## src/rtl/emu_seq_pkg.sv

```systemverilog
// Shared opcodes, response bytes and sequencer states for the host-side
// co-emulation command sequencer.
package emu_seq_pkg;

  localparam logic [7:0] OP_PING  = 8'h00;
  localparam logic [7:0] OP_STEP  = 8'h01;
  localparam logic [7:0] OP_CLOCK = 8'h02;

  localparam logic [7:0] RSP_PING = 8'hA5;
  localparam logic [7:0] RSP_CLK  = 8'hC0;
  localparam logic [7:0] RSP_ERR  = 8'hEE;

  // S_PULSE covers both the high and low phases; the pulse generator tracks them.
  typedef enum logic [3:0] {
    S_IDLE,
    S_RX_STIM,
    S_SETTLE,
    S_LOAD,
    S_PULSE,
    S_GET,
    S_RD_ADDR,
    S_RD_WAIT,
    S_RD_CAP,
    S_TX,
    S_RX_CNT
  } state_t;

endpackage

```

## src/rtl/emu_clk_pulse.sv

```systemverilog
// Controlled DUT clock: after a start request, emits i_count pulses of
// i_half cycles high / i_half cycles low; o_done marks the final low cycle.
module emu_clk_pulse (
  input  logic       clk_emu,
  input  logic       reset,
  input  logic       i_start,
  input  logic [8:0] i_count,
  input  logic [7:0] i_half,
  output logic       o_clk,
  output logic       o_done
);

  logic       r_arm;
  logic       r_run;
  logic       r_clk;
  logic [7:0] r_half;
  logic [8:0] r_cnt;

  // One arm cycle between start and the first rising edge keeps clk_dut
  // clear of the load strobe issued alongside start.
  always_ff @(posedge clk_emu or posedge reset) begin
    if (reset) begin
      r_arm  <= 1'b0;
      r_run  <= 1'b0;
      r_clk  <= 1'b0;
      r_half <= '0;
      r_cnt  <= '0;
    end else if (i_start) begin
      r_arm <= 1'b1;
      r_run <= 1'b0;
      r_clk <= 1'b0;
      r_cnt <= i_count;
    end else if (r_arm) begin
      r_arm  <= 1'b0;
      r_run  <= 1'b1;
      r_clk  <= 1'b1;
      r_half <= i_half - 8'd1;
    end else if (r_run) begin
      if (r_half != 8'd0) begin
        r_half <= r_half - 8'd1;
      end else if (r_clk) begin
        r_clk  <= 1'b0;
        r_half <= i_half - 8'd1;
      end else if (r_cnt == 9'd1) begin
        r_run <= 1'b0;
      end else begin
        r_cnt  <= r_cnt - 9'd1;
        r_clk  <= 1'b1;
        r_half <= i_half - 8'd1;
      end
    end
  end

  assign o_clk  = r_clk;
  assign o_done = r_run && !r_clk && (r_half == 8'd0) && (r_cnt == 9'd1);

endmodule

```

## src/rtl/emu_host_sequencer.sv

```systemverilog
// Host-link command sequencer driving the chip-test wrapper emulation port:
// PING, STEP (stimulus write, load, one clock, capture, read-back) and CLOCK.
module emu_host_sequencer
  import emu_seq_pkg::*;
#(
  parameter int unsigned NUM_STIM = 2,
  parameter int unsigned NUM_OUT  = 2,
  parameter int unsigned CLK_HALF = 1
) (
  input  logic       clk_emu,
  input  logic       reset,
  input  logic [7:0] rx_data,
  input  logic       rx_valid,
  output logic       rx_ready,
  output logic [7:0] tx_data,
  output logic       tx_valid,
  input  logic       tx_ready,
  output logic [7:0] Din_emu,
  output logic [2:0] Addr_emu,
  output logic       load_emu,
  output logic       get_emu,
  input  logic [7:0] Dout_emu,
  output logic       clk_dut,
  output logic       busy
);

  localparam logic [2:0] LAST_K = 3'(NUM_STIM - 1);
  localparam logic [2:0] LAST_J = 3'(NUM_OUT - 1);

  state_t     r_state, w_next;
  logic [2:0] r_k, r_j;
  logic       r_step;
  logic [7:0] r_tx_data, r_din;
  logic       r_tx_valid, r_load, r_get, r_busy;
  logic [2:0] r_addr;
  logic       w_start, w_done, w_clk;
  logic [8:0] w_count;

  assign w_start = (r_state == S_LOAD) || ((r_state == S_RX_CNT) && rx_valid);
  assign w_count = (r_state == S_LOAD) ? 9'd1 :
                   (rx_data == 8'h00)  ? 9'h100 : {1'b0, rx_data};

  emu_clk_pulse u_pulse (
    .clk_emu (clk_emu),
    .reset   (reset),
    .i_start (w_start),
    .i_count (w_count),
    .i_half  (CLK_HALF[7:0]),
    .o_clk   (w_clk),
    .o_done  (w_done)
  );

  always_ff @(posedge clk_emu or posedge reset) begin
    if (reset) r_state <= S_IDLE;
    else       r_state <= w_next;
  end

  always_comb begin
    w_next   = r_state;
    rx_ready = 1'b0;
    unique case (r_state)
      S_IDLE: begin
        rx_ready = 1'b1;
        if (rx_valid) begin
          if      (rx_data == OP_STEP)  w_next = S_RX_STIM;
          else if (rx_data == OP_CLOCK) w_next = S_RX_CNT;
          else                          w_next = S_TX;
        end
      end
      S_RX_STIM: begin
        rx_ready = 1'b1;
        if (rx_valid && (r_k == LAST_K)) w_next = S_SETTLE;
      end
      S_SETTLE:  w_next = S_LOAD;
      S_LOAD:    w_next = S_PULSE;
      S_PULSE:   if (w_done) w_next = r_step ? S_GET : S_TX;
      S_GET:     w_next = S_RD_ADDR;
      S_RD_ADDR: w_next = S_RD_WAIT;
      S_RD_WAIT: w_next = S_RD_CAP;
      S_RD_CAP:  w_next = S_TX;
      S_TX: begin
        if (tx_ready) w_next = (r_step && (r_j != LAST_J)) ? S_RD_ADDR : S_IDLE;
      end
      S_RX_CNT: begin
        rx_ready = 1'b1;
        if (rx_valid) w_next = S_PULSE;
      end
      default:   w_next = S_IDLE;
    endcase
  end

  // load_emu trails the LOAD state by a cycle; get_emu coincides with GET.
  always_ff @(posedge clk_emu or posedge reset) begin
    if (reset) begin
      r_k        <= '0;
      r_j        <= '0;
      r_step     <= 1'b0;
      r_tx_data  <= '0;
      r_tx_valid <= 1'b0;
      r_din      <= '0;
      r_addr     <= '0;
      r_load     <= 1'b0;
      r_get      <= 1'b0;
      r_busy     <= 1'b0;
    end else begin
      r_load <= (r_state == S_LOAD);
      r_get  <= (w_next == S_GET);
      r_busy <= (w_next != S_IDLE);
      unique case (r_state)
        S_IDLE: begin
          if (rx_valid) begin
            r_k    <= '0;
            r_step <= (rx_data == OP_STEP);
            if (rx_data == OP_PING) begin
              r_tx_data  <= RSP_PING;
              r_tx_valid <= 1'b1;
            end else if ((rx_data != OP_STEP) && (rx_data != OP_CLOCK)) begin
              r_tx_data  <= RSP_ERR;
              r_tx_valid <= 1'b1;
            end
          end
        end
        S_RX_STIM: begin
          if (rx_valid) begin
            r_addr <= r_k;
            r_din  <= rx_data;
            r_k    <= r_k + 3'd1;
          end
        end
        S_PULSE: begin
          if (w_done && !r_step) begin
            r_tx_data  <= RSP_CLK;
            r_tx_valid <= 1'b1;
          end
        end
        S_GET: begin
          r_addr <= '0;
          r_j    <= '0;
        end
        S_RD_CAP: begin
          r_tx_data  <= Dout_emu;
          r_tx_valid <= 1'b1;
        end
        S_TX: begin
          if (tx_ready) begin
            r_tx_valid <= 1'b0;
            if (r_step && (r_j != LAST_J)) begin
              r_j    <= r_j + 3'd1;
              r_addr <= r_j + 3'd1;
            end
          end
        end
        default: ;
      endcase
    end
  end

  assign tx_data  = r_tx_data;
  assign tx_valid = r_tx_valid;
  assign Din_emu  = r_din;
  assign Addr_emu = r_addr;
  assign load_emu = r_load;
  assign get_emu  = r_get;
  assign clk_dut  = w_clk;
  assign busy     = r_busy;

endmodule

```

## config.mk

```make
export PLATFORM = sky130hd
export DESIGN_NAME = emu_host_sequencer
export DESIGN_NICKNAME = d
export VERILOG_FILES = /design/src/rtl/emu_seq_pkg.sv /design/src/rtl/emu_clk_pulse.sv /design/src/rtl/emu_host_sequencer.sv
export SDC_FILE = /design/constraint.sdc
export NUM_CORES = 1
export LEC_CHECK = 0
export BUFFER_PORTS_ARGS = -buffer_cell sky130_fd_sc_hd__buf_2
export CAP_MARGIN = 20
export CORE_UTILIZATION = 45
export DETAILED_ROUTE_END_ITERATION = 16
export PLACE_DENSITY = 0.71
export SYNTH_ARGS = -nofsm -noshare
export SYNTH_HDL_FRONTEND = slang
export SYNTH_HIERARCHICAL = 1
export SYNTH_SLANG_ARGS = --single-unit
```

## constraint.sdc

```tcl
create_clock -name clk_emu -period 2.3 [get_ports clk_emu]
set_input_delay 0.575 -clock clk_emu [delete_from_list [all_inputs] [get_ports clk_emu]]
set_output_delay 0.575 -clock clk_emu [all_outputs]
set_load 0.01 [all_outputs]
```

Word level (Yosys, flattened, before mapping)
Index checks and enable logic that the tools add are counted. Widths: inputs -> output; s select.

Bitwise operators: 1. Reductions and logical operators: 35. Multiplexer cells: 55. Add/subtract/negate cells: 4. Equal/unequal tests: 30.

Operator list (count): $mux 8 (9); $mux 9 (8); $pmux 4 s11 (1); $mux 4 (7); $pmux 8 s3 (1); $eq 4x3->1 const B (5); $mux 1 (18); $mux 3 (6); $logic_not 8->1 (2); $eq 4x4->1 const B (3); $pmux 3 s2 (2); $ne 2x2->1 const B (5); $reduce_and 5->1 (2); $eq 9x1->1 const B (1); $pmux 3 s3 (1); $reduce_and 3->1 (3); $reduce_bool 3->1 (3); $sub 9x1->9 const B (1); $eq 4x2->1 const B (2); $eq 8x1->1 const B (1); $eq 8x2->1 const B (1); $logic_and 1x1->1 (8); $ne 2x1->1 const B (4); $ne 8x1->1 const B (1); other kinds (20) (30).

Logic and storage cells: 141. Bits of input ports: 20. Output and inout port bits: 25. Register bits after elaboration: 54.

Logic depth before layout (Yosys ltp)
Word-level depth: 7. Mapped depth: 10. Depth with buffers taken out: 9.

Modules after synthesis
The synthesis kept the hierarchy.

By module, submodules not included: emu_host_sequencer (area each 1901.8 µm², sequential area each 850.8 µm², cells an instance 191, times used 1); emu_clk_pulse (area each 1366.3 µm², sequential area each 500.5 µm², cells an instance 157, times used 1).

Least setup slack after synthesis
Ideal clock, no wire load.

Path kind: flip-flop to flip-flop. From: register u_pulse.r_half[0]. To: register r_tx_data[0] (netlist: tx_data[0]). Setup time: 125 ps. Stages on the path, launching flop included: 11. Arrival time: 2230 ps. Data required time: 2175 ps. Path buffers: 1. Clock period less this slack: 2354 ps. Setup slack: -54 ps. Cell sequence: dfrtp_1 -> inv_1 -> ha_1 -> nor4b_4 -> nand3_1 -> nor3_1 -> nand2b_1 -> o21a_1 -> a211o_1 -> buf_4 -> mux2_2.

Word-level cells in the longest chain between the ends: 6.

RTL lines: from (decl) (RTL line emu_clk_pulse.sv:16) `logic [7:0] r_half;`; from (signal assigned) (RTL line emu_clk_pulse.sv:37) `r_half <= i_half - 8'd1;`; from (signal assigned) (RTL line emu_clk_pulse.sv:40) `r_half <= r_half - 8'd1;`; from (signal assigned) (RTL line emu_clk_pulse.sv:43) `r_half <= i_half - 8'd1;`; $logic_not 8->1 (RTL line emu_clk_pulse.sv:55) `assign o_done = r_run && !r_clk && (r_half == 8'd0) && (r_cnt == 9'd1);`; $logic_and 1x1->1 (2 in a row) (RTL line emu_clk_pulse.sv:55); via w_done (RTL line emu_host_sequencer.sv:36) `logic w_start, w_done, w_clk;`; $logic_and 1x1->1 (RTL line emu_host_sequencer.sv:131) `if (w_done && !r_step) begin`; $ne 2x2->1 (no source line); $reduce_and 4->1 (no source line); to (signal assigned) (RTL line emu_host_sequencer.sv:141) `r_tx_data <= Dout_emu;`; to (decl) (RTL line emu_host_sequencer.sv:33) `logic [7:0] r_tx_data, r_din;`.

The timed path passes the listed nets, and every way through them passes these cells. A chain may end at the register's enable or synchronous reset.

Worst setup path in the final report
From: register u_pulse.r_cnt[1]. To: register r_tx_data[4] (netlist: tx_data[4]).

Word-level cells in the longest chain between the ends: 5.

RTL lines: from (decl) (RTL line emu_clk_pulse.sv:17) `logic [8:0] r_cnt;`; from (signal assigned) (RTL line emu_clk_pulse.sv:32) `r_cnt <= i_count;`; from (signal assigned) (RTL line emu_clk_pulse.sv:47) `r_cnt <= r_cnt - 9'd1;`; $eq 9x1->1 (RTL line emu_clk_pulse.sv:55); $logic_and 1x1->1 (RTL line emu_clk_pulse.sv:55); via w_done (RTL line emu_host_sequencer.sv:36); $logic_and 1x1->1 (RTL line emu_host_sequencer.sv:131); $ne 2x2->1 (no source line); $reduce_and 4->1 (no source line).

The timed path passes the listed nets, and every way through them passes these cells.

==> results.py <==
metrics = {
    "drt": {
        "vias_per_cell": 5.255,
        "wl_per_cell_um": 13.78,
        "drt_iter0_markers": 126,
        "firstDrtPassIters": 4,
        "ant_nets": 0,
        "vias": 2848,
        "post-route-drc-count": 0,
        "drt_wl_total_um": 7471,
    },
    "sta": {
        "fmax_mhz": 442.0,
        "setup_viol": 0,
        "fin_skew_ns": 0.008085,
        "worst_pin_slew_ns": 0.7934,
        "holdWs_ns": 0.3659,
        "rsz0062_at_grt": "yes",
        "max_slew_margin_pct": 46.43,
        "fin_crit_ns": 2.262,
        "drv_slew": 0,
        "hold_viol": 0,
        "fin_crit_sh_pct": 98.36,
    },
    "synthesis": {
        "synth-compound-area-share_pct": 17.04,
        "ys_warn_count": 6,
        "synthAdderAreaFrac_pct": 3.446,
        "syn_area_mm2": 0.003268,
        "yosysTopAreaCellShare_pct": 41.35,
        "synthTopCellsByArea": "dfrtp_1 (41%), mux2_2 (6.9%), nor2_1 (3.6%), o21ai_0 (3.5%), ha_1 (3.4%)",
        "synth_edf_count": 0,
        "synthSimpleGateAreaFrac_pct": 23.01,
        "synth-xor-area-share_pct": 4.020,
        "syn_inst": 348,
        "ys_seq_area_share_pct": 41.35,
        "synthDistinctLibCells": 58,
        "avgSynthCellArea_um2": 9.391,
        "yosysTopAreaCell": "dfrtp_1",
        "synth_top_family_by_area": "simple AND/OR/NAND/NOR gates",
        "async_reset_ff_share_pct": 100.0,
        "muxShareOfSynthArea_pct": 7.198,
        "ys.flop_type": "dfrtp_1",
        "synth-seq-cells": 54,
    },
    "final_layout": {
        "fillCellCount": 630,
        "final_util_pct": 59.44,
        "n_antenna_cell": 0,
        "drive_gt1_share_pct": 28.70,
        "final_area_mm2": 0.004105,
        "layout.nets": 475,
        "syn_to_final_growth_pct": 25.61,
    },
    "critical_path": {
        "critPathCaptureType": "flip-flop",
        "cp.required_ns": 2.50,
        "path_class": "flip-flop to flip-flop",
        "cp-start-kind": "flip-flop",
        "arrival_ns": 2.46,
        "path_max_fanout": 8,
    },
    "die": {
        "pin_count": 45,
        "initial_core_util_pct": 47.32,
        "row_count": 30,
        "die_x_um": 87.22,
        "coreArea_mm2": 0.006907,
        "die-area_mm2": 0.007607,
        "die_h_um": 87.22,
    },
    "grt": {
        "grt_pass1_wl_um": 12740,
        "grt_max_degree": 35,
        "grt.total_usage_pct": 21.39,
        "grt_overflow": 0,
        "grt_pass1_vias": 2772,
        "antenna_found_initial": 0,
    },
    "power": {
        "power_leakage_uw": 0.001857,
        "p_total_uw": 5093,
        "switching_share_pct": 40.53,
        "p_sw_uw": 2064,
        "intPower_uw": 3029,
        "power.density_mw_per_mm2": 1241,
        "combPwrFrac_pct": 53.6,
        "power_frac_clock_pct": 12.7,
        "p_seq_share_pct": 33.6,
        "irDropWorstVdd_v": 0.0004681,
    },
    "clocking": {
        "cts-root-buf": "clkbuf_8",
        "clk_pin_slew_ns": 0.10,
        "numCtsBuffers": 5,
        "htreeDepth": 2,
        "cts_max_path_buffers": 2,
        "ctsHoldBuffers": 0,
        "cts_tree": "done",
        "clk_latency_ns": 0.30,
        "cts.sinks": 54,
    },
    "place": {
        "post-dp-hpwl_um": 5508,
        "placedInstanceArea_mm2": 0.003897,
        "gp_congestion": 0.8436,
        "port_buffers": 44,
    },
    "outcome": {
        "status": "finished, final reports clean",
    },
    "min_path": {
        "hp-class": "input port to asynchronous set/reset pin",
    },
    "run": {
        "cap_violations": 0,
    },
}
[worst max-delay path, stage by stage (launching register included)]
cell      delay [ns]
dfrtp_1         0.40
inv_2           0.08
ha_4            0.12
nor4b_4         0.21
nand2_2         0.12
nor3_4          0.21
nand2b_1        0.11
o21a_1          0.21
a211o_4         0.37
buf_6           0.14
a22o_1          0.19
[cell type report]
type | count | area (um^2) | area share [%]
clock inverter | 1 | 30.03 | 0.7315
timing repair buffer | 82 | 509.2 | 12.40
inverter | 16 | 60.06 | 1.463
tap | 96 | 120.1 | 2.926
multi-input combinational | 287 | 1952 | 47.55
clock buffer | 6 | 82.58 | 2.012
sequential | 54 | 1351 | 32.92
[routing by layer]
metal	wire, um	share of wire [%]	vias to the layer above	global-route usage (%)
li1	-	-	1423	-
met1	3355	45	1355	27.54
met2	3767	50	57	36.79
met3	208	2.8	13	2.749
met4	140	1.9	0	8.048
met5	0	0	-	0
[cell usage in the layout, fill, tap and decap left out, types with 7 or more instances in the layout]
| cell | netlist | routed |
|---|---|---|
| dfrtp_1 | 54 | 54 |
| buf_2 | 1 | 44 |
| buf_4 | 1 | 37 |
| nor2_1 | 31 | 31 |
| nand2_1 | 30 | 29 |
| conb_1 | 2 | 24 |
| o21ai_0 | 23 | 23 |
| mux2_2 | 20 | 20 |
| inv_1 | 16 | 13 |
| nand2b_1 | 13 | 13 |
| a21oi_1 | 13 | 13 |
| nor2b_1 | 12 | 12 |
| nand3_1 | 12 | 11 |
| xnor2_1 | 8 | 8 |
| a22o_1 | 7 | 7 |
| ha_1 | 9 | 7 |
| xor2_1 | 7 | 7 |
[cells by family (layout without fill, tap and decap cells)]
kind of cell	Yosys count	after routing
simple gates	138	138
compound gates	80	80
flops	54	54
buf+inv	29	105
mux	21	21
xor+xnor	15	15
fa+ha+maj	9	9
other cells	2	24
[metrics by stage]
step | worst slack [ns] | TNS [ns] | cells
floorplan | 0.0006366 | 0 | 370
global placement | -0.1768 | -1.078 | 532
detailed placement | -0.2746 | -1.882 | 532
CTS | 0.005972 | 0 | 539
global route | -0.07756 | -0.2229 | 542
finish | 0.03772 | 0 | 542
[registers in the layout (all words and copies together) (netlist names)]
| name | flops |
|---|---|
| u_pulse/o_clk | 1 |
| u_pulse/r_run | 1 |
| r_k | 3 |
| r_state | 4 |
| u_pulse/r_cnt | 9 |
| r_step | 1 |
| u_pulse/r_arm | 1 |
| Din_emu | 8 |
| u_pulse/r_half | 8 |
| busy | 1 |
| Addr_emu | 3 |
| load_emu | 1 |
| tx_data | 8 |
| r_j | 3 |
| get_emu | 1 |
| tx_valid | 1 |
[cells in the mapped netlist, types with 2 or more instances]
master and count:
a211o_1 2, a21o_1 2, a21oi_1 13, a22o_1 7
a31oi_1 4, a32oi_1 2, and3_1 3, buf_1 2
clkbuf_1 8, conb_1 2, dfrtp_1 54, ha_1 9
inv_1 16, mux2_2 20, nand2_1 30, nand2b_1 13
nand3_1 12, nand3b_1 4, nand4b_1 4, nor2_1 31
nor2b_1 12, nor3_1 7, nor3b_1 3, nor4_1 4
nor4b_1 2, o21a_1 2, o21ai_0 23, o22a_1 3
o2bb2ai_1 2, o31ai_1 6, o32a_1 2, o41ai_1 2
or2_2 2, or4_1 3, xnor2_1 8, xor2_1 7
[power by group through the flow]
stage	combinational [uW]	clock, uW	sequential (uW)
global placement	2530	0	1690
CTS	2650	671	1690
detailed placement	2610	0	1700
floorplan	1660	0	1750
global route	3040	702	1780
finish	2730	648	1710
[final timing paths]
check	endpoint	slack, ns	cells after the start	start
max reg2reg	tx_data[4]	0.04	10	u_pulse/r_cnt[1]
min reg2reg	tx_valid	0.50	2	tx_valid
min in group clk_emu	tx_data[4]	0.49	2	Dout_emu[4]
max in group asynchronous	u_pulse/r_run	1.41	2	reset
max	tx_data[4]	0.04	10	u_pulse/r_cnt[1]
min	r_j[0]	0.37	3	reset
[timing repair]
action	in CTS	in global routing
pin swaps	3	7
setup endpoints to repair	8	7
buffers inserted	0	3
gates resized for setup	5	11
No activity file was read; power rests on OpenSTA's default activity.
